[config.mk]
export PLATFORM = sky130hd
export DESIGN_NAME = alu_seq_core
export DESIGN_NICKNAME = d
export VERILOG_FILES = /design/src/rtl/alu_seq_pkg.sv /design/src/rtl/alu_shift_add_mul.sv /design/src/rtl/alu_seq_core.sv
export SDC_FILE = /design/constraint.sdc
export NUM_CORES = 1
export LEC_CHECK = 0
export BUFFER_PORTS_ARGS = -buffer_cell sky130_fd_sc_hd__buf_2
export CORE_MARGIN = 2
export CORE_UTILIZATION = 40
export DETAILED_ROUTE_END_ITERATION = 7
export GPL_ROUTABILITY_DRIVEN = 0
export SETUP_SLACK_MARGIN = 0.5
export SLEW_MARGIN = 0
export SYNTH_ARGS = -nofsm -noshare
export SYNTH_HDL_FRONTEND = slang
export SYNTH_SLANG_ARGS = --single-unit
[constraint.sdc]
create_clock -name clk -period 3 [get_ports clk]
set_clock_uncertainty 0.2 [all_clocks]
set_input_delay 0.15 -clock clk [delete_from_list [all_inputs] [get_ports clk]]
set_output_delay 0.15 -clock clk [all_outputs]
set_load 0.02 [all_outputs]
[src/rtl/alu_seq_pkg.sv]
// alu_seq_pkg: shared opcode codes, FSM state type and illegal-opcode helpers
// for the alu_seq_core block and its sub-modules.
package alu_seq_pkg;

   localparam int unsigned OP_W = 4;

   localparam logic [OP_W-1:0] OP_MUL   = 4'd0;
   localparam logic [OP_W-1:0] OP_SNE   = 4'd1;
   localparam logic [OP_W-1:0] OP_SLT   = 4'd2;
   localparam logic [OP_W-1:0] OP_SEQ   = 4'd3;
   localparam logic [OP_W-1:0] OP_NOR   = 4'd4;
   localparam logic [OP_W-1:0] OP_PASSB = 4'd5;
   localparam logic [OP_W-1:0] OP_ROL   = 4'd6;
   localparam logic [OP_W-1:0] OP_OR    = 4'd7;
   localparam logic [OP_W-1:0] OP_SLL   = 4'd8;
   localparam logic [OP_W-1:0] OP_XOR   = 4'd9;
   localparam logic [OP_W-1:0] OP_MAX   = 4'd10;
   localparam logic [OP_W-1:0] OP_MIN   = 4'd11;

   // Codes from here up to 15 are reserved and flagged as errors.
   localparam logic [OP_W-1:0] OP_ILLEGAL_MIN = 4'd12;

   typedef enum logic [1:0] {
      IDLE     = 2'd0,
      MUL_BUSY = 2'd1,
      DONE     = 2'd2
   } state_t;

   function automatic logic is_illegal(input logic [OP_W-1:0] op);
      return (op >= OP_ILLEGAL_MIN);
   endfunction

endpackage

[src/rtl/alu_shift_add_mul.sv]
// alu_shift_add_mul: iterative shift-add multiplier, one partial product per
// cycle over WIDTH cycles. Built only when ALU_SEQ_MUL_EN is defined.
// Ports:
//   clk, reset     : clock, async active-high reset
//   start          : pulse, captures a/b and begins a multiply
//   a, b           : operands (WIDTH bits)
//   busy           : registered, multiply in progress
//   done_c         : combinational, high in the cycle whose closing edge
//                    retires the final partial product
//   product_c      : combinational 2*WIDTH product, valid while done_c is high
`ifdef ALU_SEQ_MUL_EN
module alu_shift_add_mul #(
   parameter int unsigned WIDTH = 32
) (
   input  logic               clk,
   input  logic               reset,
   input  logic               start,
   input  logic [WIDTH-1:0]   a,
   input  logic [WIDTH-1:0]   b,
   output logic               busy,
   output logic               done_c,
   output logic [2*WIDTH-1:0] product_c
);

   localparam int unsigned CNT_W = $clog2(WIDTH) + 1;
   localparam int unsigned PW    = 2 * WIDTH;

   logic [CNT_W-1:0] cnt;
   logic [PW-1:0]    acc;
   logic [PW-1:0]    mcand;
   logic [WIDTH-1:0] mplier;
   logic [PW-1:0]    partial_c;

   // Next accumulator value; on the last step it is the finished product.
   always_comb begin
      partial_c = '0;
      if (mplier[0]) partial_c = mcand;
      product_c = acc + partial_c;
      done_c    = busy && (cnt == CNT_W'(WIDTH - 1));
   end

   // Step counter runs 0..WIDTH-1 and parks at 0 when the multiply retires.
   always_ff @(posedge clk or posedge reset) begin
      if (reset) begin
         busy   <= 1'b0;
         cnt    <= '0;
         acc    <= '0;
         mcand  <= '0;
         mplier <= '0;
      end else if (start) begin
         busy   <= 1'b1;
         cnt    <= '0;
         acc    <= '0;
         mcand  <= {{WIDTH{1'b0}}, a};
         mplier <= b;
      end else if (busy) begin
         acc    <= product_c;
         mcand  <= mcand << 1;
         mplier <= mplier >> 1;
         if (done_c) begin
            busy <= 1'b0;
            cnt  <= '0;
         end else begin
            cnt  <= cnt + CNT_W'(1);
         end
      end
   end

endmodule
`endif

[src/rtl/alu_seq_core.sv]
// alu_seq_core: handshaked 12-operation ALU with flags. Single-cycle ops
// return one cycle after acceptance; MUL uses an iterative shift-add unit.
// Optional feature macro: ALU_SEQ_MUL_EN (when undefined, MUL is treated as
// an illegal opcode with single-cycle latency and no multiplier is built).
// Ports:
//   clk, reset            : clock, async active-high reset
//   in_valid / in_ready   : request handshake (in_ready combinational)
//   opcode, input1, input2, shiftValue : request payload, latched on accept
//   out_valid / out_ready : result handshake
//   result, carryFlag, zeroFlag, errFlag : registered result and flags
module alu_seq_core
   import alu_seq_pkg::*;
#(
   parameter int unsigned WIDTH   = 32,
   parameter int unsigned SHIFT_W = $clog2(WIDTH)
) (
   input  logic               clk,
   input  logic               reset,
   input  logic               in_valid,
   output logic               in_ready,
   input  logic [OP_W-1:0]    opcode,
   input  logic [WIDTH-1:0]   input1,
   input  logic [WIDTH-1:0]   input2,
   input  logic [SHIFT_W-1:0] shiftValue,
   output logic               out_valid,
   input  logic               out_ready,
   output logic [WIDTH-1:0]   result,
   output logic               carryFlag,
   output logic               zeroFlag,
   output logic               errFlag
);

   localparam logic [SHIFT_W:0] WIDTH_SH = (SHIFT_W + 1)'(WIDTH);

   state_t           state;
   logic             accept;
   logic             is_mul_c;
   logic [WIDTH-1:0] res_c;
   logic             carry_c;
   logic             err_c;
   logic [WIDTH-1:0] sll_c;
   logic [WIDTH-1:0] rol_c;
   logic [SHIFT_W:0] rsh_c;

   // DONE accepts a new request only on the edge the old result is taken.
   assign in_ready = (state == IDLE) || ((state == DONE) && out_ready);
   assign accept   = in_valid && in_ready;

`ifdef ALU_SEQ_MUL_EN
   logic               mul_busy;
   logic               mul_done_c;
   logic [2*WIDTH-1:0] mul_product_c;

   assign is_mul_c = (opcode == OP_MUL);

   alu_shift_add_mul #(
      .WIDTH (WIDTH)
   ) u_mul (
      .clk       (clk),
      .reset     (reset),
      .start     (accept && is_mul_c),
      .a         (input1),
      .b         (input2),
      .busy      (mul_busy),
      .done_c    (mul_done_c),
      .product_c (mul_product_c)
   );
`else
   assign is_mul_c = 1'b0;
`endif

   // Single-cycle datapath, evaluated on the live request inputs.
   always_comb begin
      res_c   = '0;
      carry_c = 1'b0;
      err_c   = is_illegal(opcode);
      // Right-shift by WIDTH yields 0, so shiftValue=0 degenerates cleanly.
      rsh_c   = WIDTH_SH - {1'b0, shiftValue};
      sll_c   = input1 << shiftValue;
      rol_c   = sll_c | (input1 >> rsh_c);
      case (opcode)
`ifndef ALU_SEQ_MUL_EN
         OP_MUL:   err_c = 1'b1;
`endif
         OP_SNE:   res_c = WIDTH'(input1 != input2);
         OP_SLT:   res_c = WIDTH'($signed(input1) < $signed(input2));
         OP_SEQ:   res_c = WIDTH'(input1 == input2);
         OP_NOR:   res_c = ~(input1 | input2);
         OP_PASSB: res_c = input2;
         OP_ROL: begin
            res_c   = rol_c;
            carry_c = (shiftValue != '0) && rol_c[0];
         end
         OP_OR:    res_c = input1 | input2;
         OP_SLL: begin
            // Bit 0 of the rotate is A[WIDTH-shiftValue], the last bit out.
            res_c   = sll_c;
            carry_c = (shiftValue != '0) && rol_c[0];
         end
         OP_XOR:   res_c = input1 ^ input2;
         OP_MAX:   res_c = (input1 > input2) ? input1 : input2;
         OP_MIN:   res_c = (input1 < input2) ? input1 : input2;
         default:  res_c = '0;
      endcase
   end

   // Control FSM with registered result and flags.
   always_ff @(posedge clk or posedge reset) begin
      if (reset) begin
         state     <= IDLE;
         out_valid <= 1'b0;
         result    <= '0;
         carryFlag <= 1'b0;
         zeroFlag  <= 1'b1;
         errFlag   <= 1'b0;
      end else begin
         case (state)
            IDLE, DONE: begin
               if (accept) begin
                  if (is_mul_c) begin
                     state     <= MUL_BUSY;
                     out_valid <= 1'b0;
                  end else begin
                     state     <= DONE;
                     out_valid <= 1'b1;
                     result    <= res_c;
                     carryFlag <= carry_c;
                     zeroFlag  <= (res_c == '0);
                     errFlag   <= err_c;
                  end
               end else if ((state == DONE) && out_ready) begin
                  state     <= IDLE;
                  out_valid <= 1'b0;
               end
            end
`ifdef ALU_SEQ_MUL_EN
            MUL_BUSY: begin
               if (mul_busy && mul_done_c) begin
                  state     <= DONE;
                  out_valid <= 1'b1;
                  result    <= mul_product_c[WIDTH-1:0];
                  carryFlag <= |mul_product_c[2*WIDTH-1:WIDTH];
                  zeroFlag  <= (mul_product_c[WIDTH-1:0] == '0);
                  errFlag   <= 1'b0;
               end
            end
`endif
            default: begin
               state     <= IDLE;
               out_valid <= 1'b0;
            end
         endcase
      end
   end

endmodule

# Word-level counts from Yosys, hierarchy flattened
# Cells that the tools add are included.
# totals
mem_bits_rw	0
in_bits	77
mem_bits_ro	0
memories	0
latchBits	0
regBits	38
wordCells	54
# op_classes
reduce_logical	11
addsub	1
n_div	0
n_eq_ne	15
n_mux	11
shift	2
order_cmp	4
bitwise	4
mul	0
# ops
op	n
32-bit one-hot mux with 11 select lines	1
32-bit < comparator	2
32-bit two-way mux	2
32-bit OR	2
32-bit equality test	1
32-bit > comparator	1
32-bit logical NOT	1
32-bit != test	1
32-bit inverter	1
32-bit by 5-bit left shift with 32-bit output	1
32-bit by 6-bit >> shifter with 32-bit output	1
32-bit bitwise XOR	1
4-bit by 3-bit equality test with 1-bit output (second input constant)	4
4-bit equality test (second input constant)	4
4-bit by 2-bit equality test with 1-bit output (second input constant)	2
2-bit two-way mux	3
6-bit by 5-bit subtractor with 6-bit output (first input constant)	1
1-bit two-way mux	5
5-bit nonzero test	1
4-bit by 1-bit equality test with 1-bit output (second input constant)	1
4-bit >= comparator (second input constant)	1
4-bit logical NOT	1
2-bit OR reduction	2
1-bit logical AND	3
other kinds (5)	5

# Depth between registers and ports, before layout
# depth
word_depth	6
mapped_depth	18
mapped_depth_nobuf	12

# Worst setup path before layout
# No wires, ideal clock.
# synth_timing
path_type	input-to-reg
start	input shiftValue[0]
end	register zeroFlag
path_slack_ns	-1.224
cell_stages	17
arrival_time_ns	3.927
setup_ns	0.097
cell_sequence	buf_2 buf_2 inv_2 buf_2 buf_2 ha_1 buf_1 mux2_2 mux2i_1 mux2i_1 nand2_1 a31oi_1 a211o_1 a221o_1 a2111oi_0 nand4_1 o41ai_2
# synth_via
elab_chain_len	5
elab_cells_between_ends	6
# synth_lines
item	line	text
start: declaration	alu_seq_core.sv:24	input logic [SHIFT_W-1:0] shiftValue,
6-bit by 5-bit subtractor with 6-bit output	alu_seq_core.sv:78	rsh_c = WIDTH_SH - {1'b0, shiftValue};
32-bit by 6-bit >> shifter with 32-bit output	alu_seq_core.sv:80	rol_c = sll_c | (input1 >> rsh_c);
32-bit OR	alu_seq_core.sv:80	
32-bit one-hot mux with 11 select lines (*)	alu_seq_core.sv:81	case (opcode)
32-bit logical NOT (*)	alu_seq_core.sv:128	zeroFlag <= (res_c == '0);
end signal: assignment	alu_seq_core.sv:128	
end: declaration	alu_seq_core.sv:29	output logic zeroFlag,
# Mark *: on every way between the ends. The rest lies on a longest branch, timed or not.
# A chain may end at the register's enable or synchronous reset.

# Final worst setup path
# layout_timing
start	input input2[10]
end	register zeroFlag
# layout_via
elab_chain_len	4
elab_cells_between_ends	12
# layout_lines
item	line	text
start: declaration	alu_seq_core.sv:23	input logic [WIDTH-1:0] input2,
32-bit < comparator, or another cell as far along	alu_seq_core.sv:102	OP_MIN: res_c = (input1 < input2) ? input1 : input2;
32-bit two-way mux, or another cell as far along	alu_seq_core.sv:102	
32-bit one-hot mux with 11 select lines (*)	alu_seq_core.sv:81	
32-bit logical NOT (*)	alu_seq_core.sv:128	
# Marks and branches as above.

==> out/results.ini <==
[yosys]
synth.most_common_cell = nand2_1
synth_nets = 1145
syn_inst = 1002
yosys.area.top_type = dfrtp_1
synth-edff-count = 0
ys_seq_elements = 36
synth_area_leaders = dfrtp_1, ha_1, mux2i_1
synth_ff_type = dfrtp_1
syn_avg_cell_area_sq_um = 7.874
syn_area_sq_mm = 0.007890
synthArstFlopShare = 1.000
synthTopCellsByCount = nand2_1, inv_1, mux2i_1, nor2_1, ha_1
yosysTopAreaCellShare = 0.1110
ys_types = 79
synth-seq-area-share = 0.1143
yosysWarnings = 0

[die]
ioPinCount = 114
die_w_um = 144.4
start_util = 0.4067
dieArea_sq_mm = 0.02086
core_area_sq_mm = 0.01940
rows = 51
die_h_um = 144.4

[sta]
worst_pin_slew_ns = 1.210
slew_violations = 0
period_share = 1.206
setup_ws_ns = -0.6180
setup_viol = 29
fin_crit_ns = 3.618
relSlewSlack = 0.1906
max_freq_ghz = 0.2764
rsz0062_at_grt = true
hold_violations = 0

[cts]
htreeDepth = 2
cts_max_path_buffers = 2
cts_buffers = 5
ctsRootBufferMaster = clkbuf_16
clock_latency_ns = 0.28
clock_sinks = 36
cts_tree = yes
clk_pin_slew_ns = 0.05

[global_route]
overflow = 0
grt_pass1_wl_um = 58660
antenna_found_initial = 0
grt_pass1_vias = 10224
grt_start_max_net_pins = 37
grt.total_usage = 0.3774

[drt]
viasPerCell = 6.238
wl_um = 40710
remaining_drc_errors = 0
ant_nets = 0
wl_per_cell_um = 23.81
drtPass1Iterations = 6
dr.first_iter.drc_count = 1204
vias = 10667

[critical_path]
r2r-start = out_valid
crit_type = input port to register
critPathCaptureType = register
critPathMaxFanout = 2
reg2reg_depth = 10
cp.required_ns = 2.99
start_kind = input port
startpoint = input2[10]
reg2reg_slack_ns = 0.04
r2r-end = zeroFlag
endpoint = zeroFlag
arrival_ns = 3.60

[power]
peakVddDrop_mv = 0.2195
finalPower_mw = 3.566
p_leak_nw = 6.074
power_density_mw_per_mm2 = 285.4

[outcome]
violations = negative setup slack
status = finished with violations

[job]
cap_violations = 0

[finish]
regArea_sq_um = 902.1
fin_util = 0.6442
drive_gt1_frac = 0.4820
multiInputGateArea_sq_mm = 0.006985
area_growth_syn_to_layout_pct = 58.39
num-nets-final = 1587
fillerInstances = 1663

[worst_hold_path]
min_path_type = input port to register

[placement]
dpl.hpwl_um = 32200
io_buffer_count = 113
place_ws_ns = -1.075

==> layout make-up <==
cell class                 count  share of cell area
clock buffer                   6             0.01031
tap                          265             0.02653
multi-input combinational    807              0.5590
clock inverter                 1           0.0004005
antenna                        1           0.0002002
sequential                    36             0.07219
timing repair buffer         510              0.3048
inverter                      84             0.02663
==> placed cells by master, fill, tap and decap left out, types with 24 or more instances in the layout <==
cell,n
inv_1,69
nand2_1,100
ha_1,47
a221o_1,27
nor2_1,65
buf_6,24
a21oi_1,53
buf_2,110
dfrtp_1,35
mux2i_1,78
mux2_2,28
buf_4,360
o21ai_0,39
mux4_2,27
==> worst min-delay path by stage <==
| stage | start | endpoint | slack (ns) | cells after the start |
|---|---|---|---|---|
| after floorplan | in_valid | out_valid | 0.06 | 1 |
| after global placement | reset | out_valid | 0.07 | 3 |
| after detailed placement | reset | out_valid | 0.07 | 3 |
| after CTS | out_ready | out_valid | 0.02 | 3 |
| after global routing | out_ready | out_valid | 0.03 | 3 |
| final | out_ready | out_valid | 0.02 | 3 |
==> sequential cells by signal (all words and copies together), names as in the netlist <==
register,cells
carryFlag,1
errFlag,1
out_valid,1
result,32
zeroFlag,1
==> report_power, final <==
group / internal, mW / switching [mW]
Clock: 0.301 / 0.182
Combinational: 1.18 / 1.30
Sequential: 0.561 / 0.0379
==> worst max-delay path: stages <==
cell,delay [ns]
buf_8,0.08
inv_4,0.04
ha_4,0.28
buf_6,0.10
nand2b_4,0.10
a21oi_2,0.04
o31a_1,0.33
nor4_4,0.38
buf_4,0.21
o21ai_4,0.07
buf_6,0.14
a21o_1,0.22
buf_6,0.14
buf_6,0.11
a221o_2,0.41
a2111oi_4,0.31
nand4_1,0.19
o41ai_2,0.31
==> cell families after synthesis <==
family,count (synthesis),share of synthesized area
AO/OA/AOI/OAI,314,0.2820
AND/OR/NAND/NOR,269,0.1694
buffers and inverters,160,0.08072
multiplexers,152,0.2425
adder cells (fa/ha/maj),66,0.1047
flip-flops,36,0.1143
XOR/XNOR,5,0.006502
==> routing by layer <==
layer,share of wire,vias up,global-route usage
li1,-,4675,-
met1,0.38,4994,0.4724
met2,0.44,793,0.6034
met3,0.11,205,0.07252
met4,0.066,0,0.2218
met5,0,-,0
==> what timing repair did <==
action,4_1_cts,5_1_grt
setup endpoints to repair,33,34
hold buffers,2,0
endpoints found under the hold margin,36,0
setup buffers,21,12
cloned,1,1
resized for setup,79,42
pin swaps,32,19
==> per-stage QoR <==
step,TNS [ns],instance area (sq um),cells,hold slack [ns]
after global routing,-6.186,12490,1709,0.02909
after detailed placement,-15.23,11500,1665,0.06914
after global placement,-13.12,11500,1665,0.07098
after CTS,-3.186,12180,1696,0.02496
final,-5.725,12500,1710,0.01786
after floorplan,-1.545,8268,1002,0.05837
Note: power is estimated with default switching activity, not from simulation.
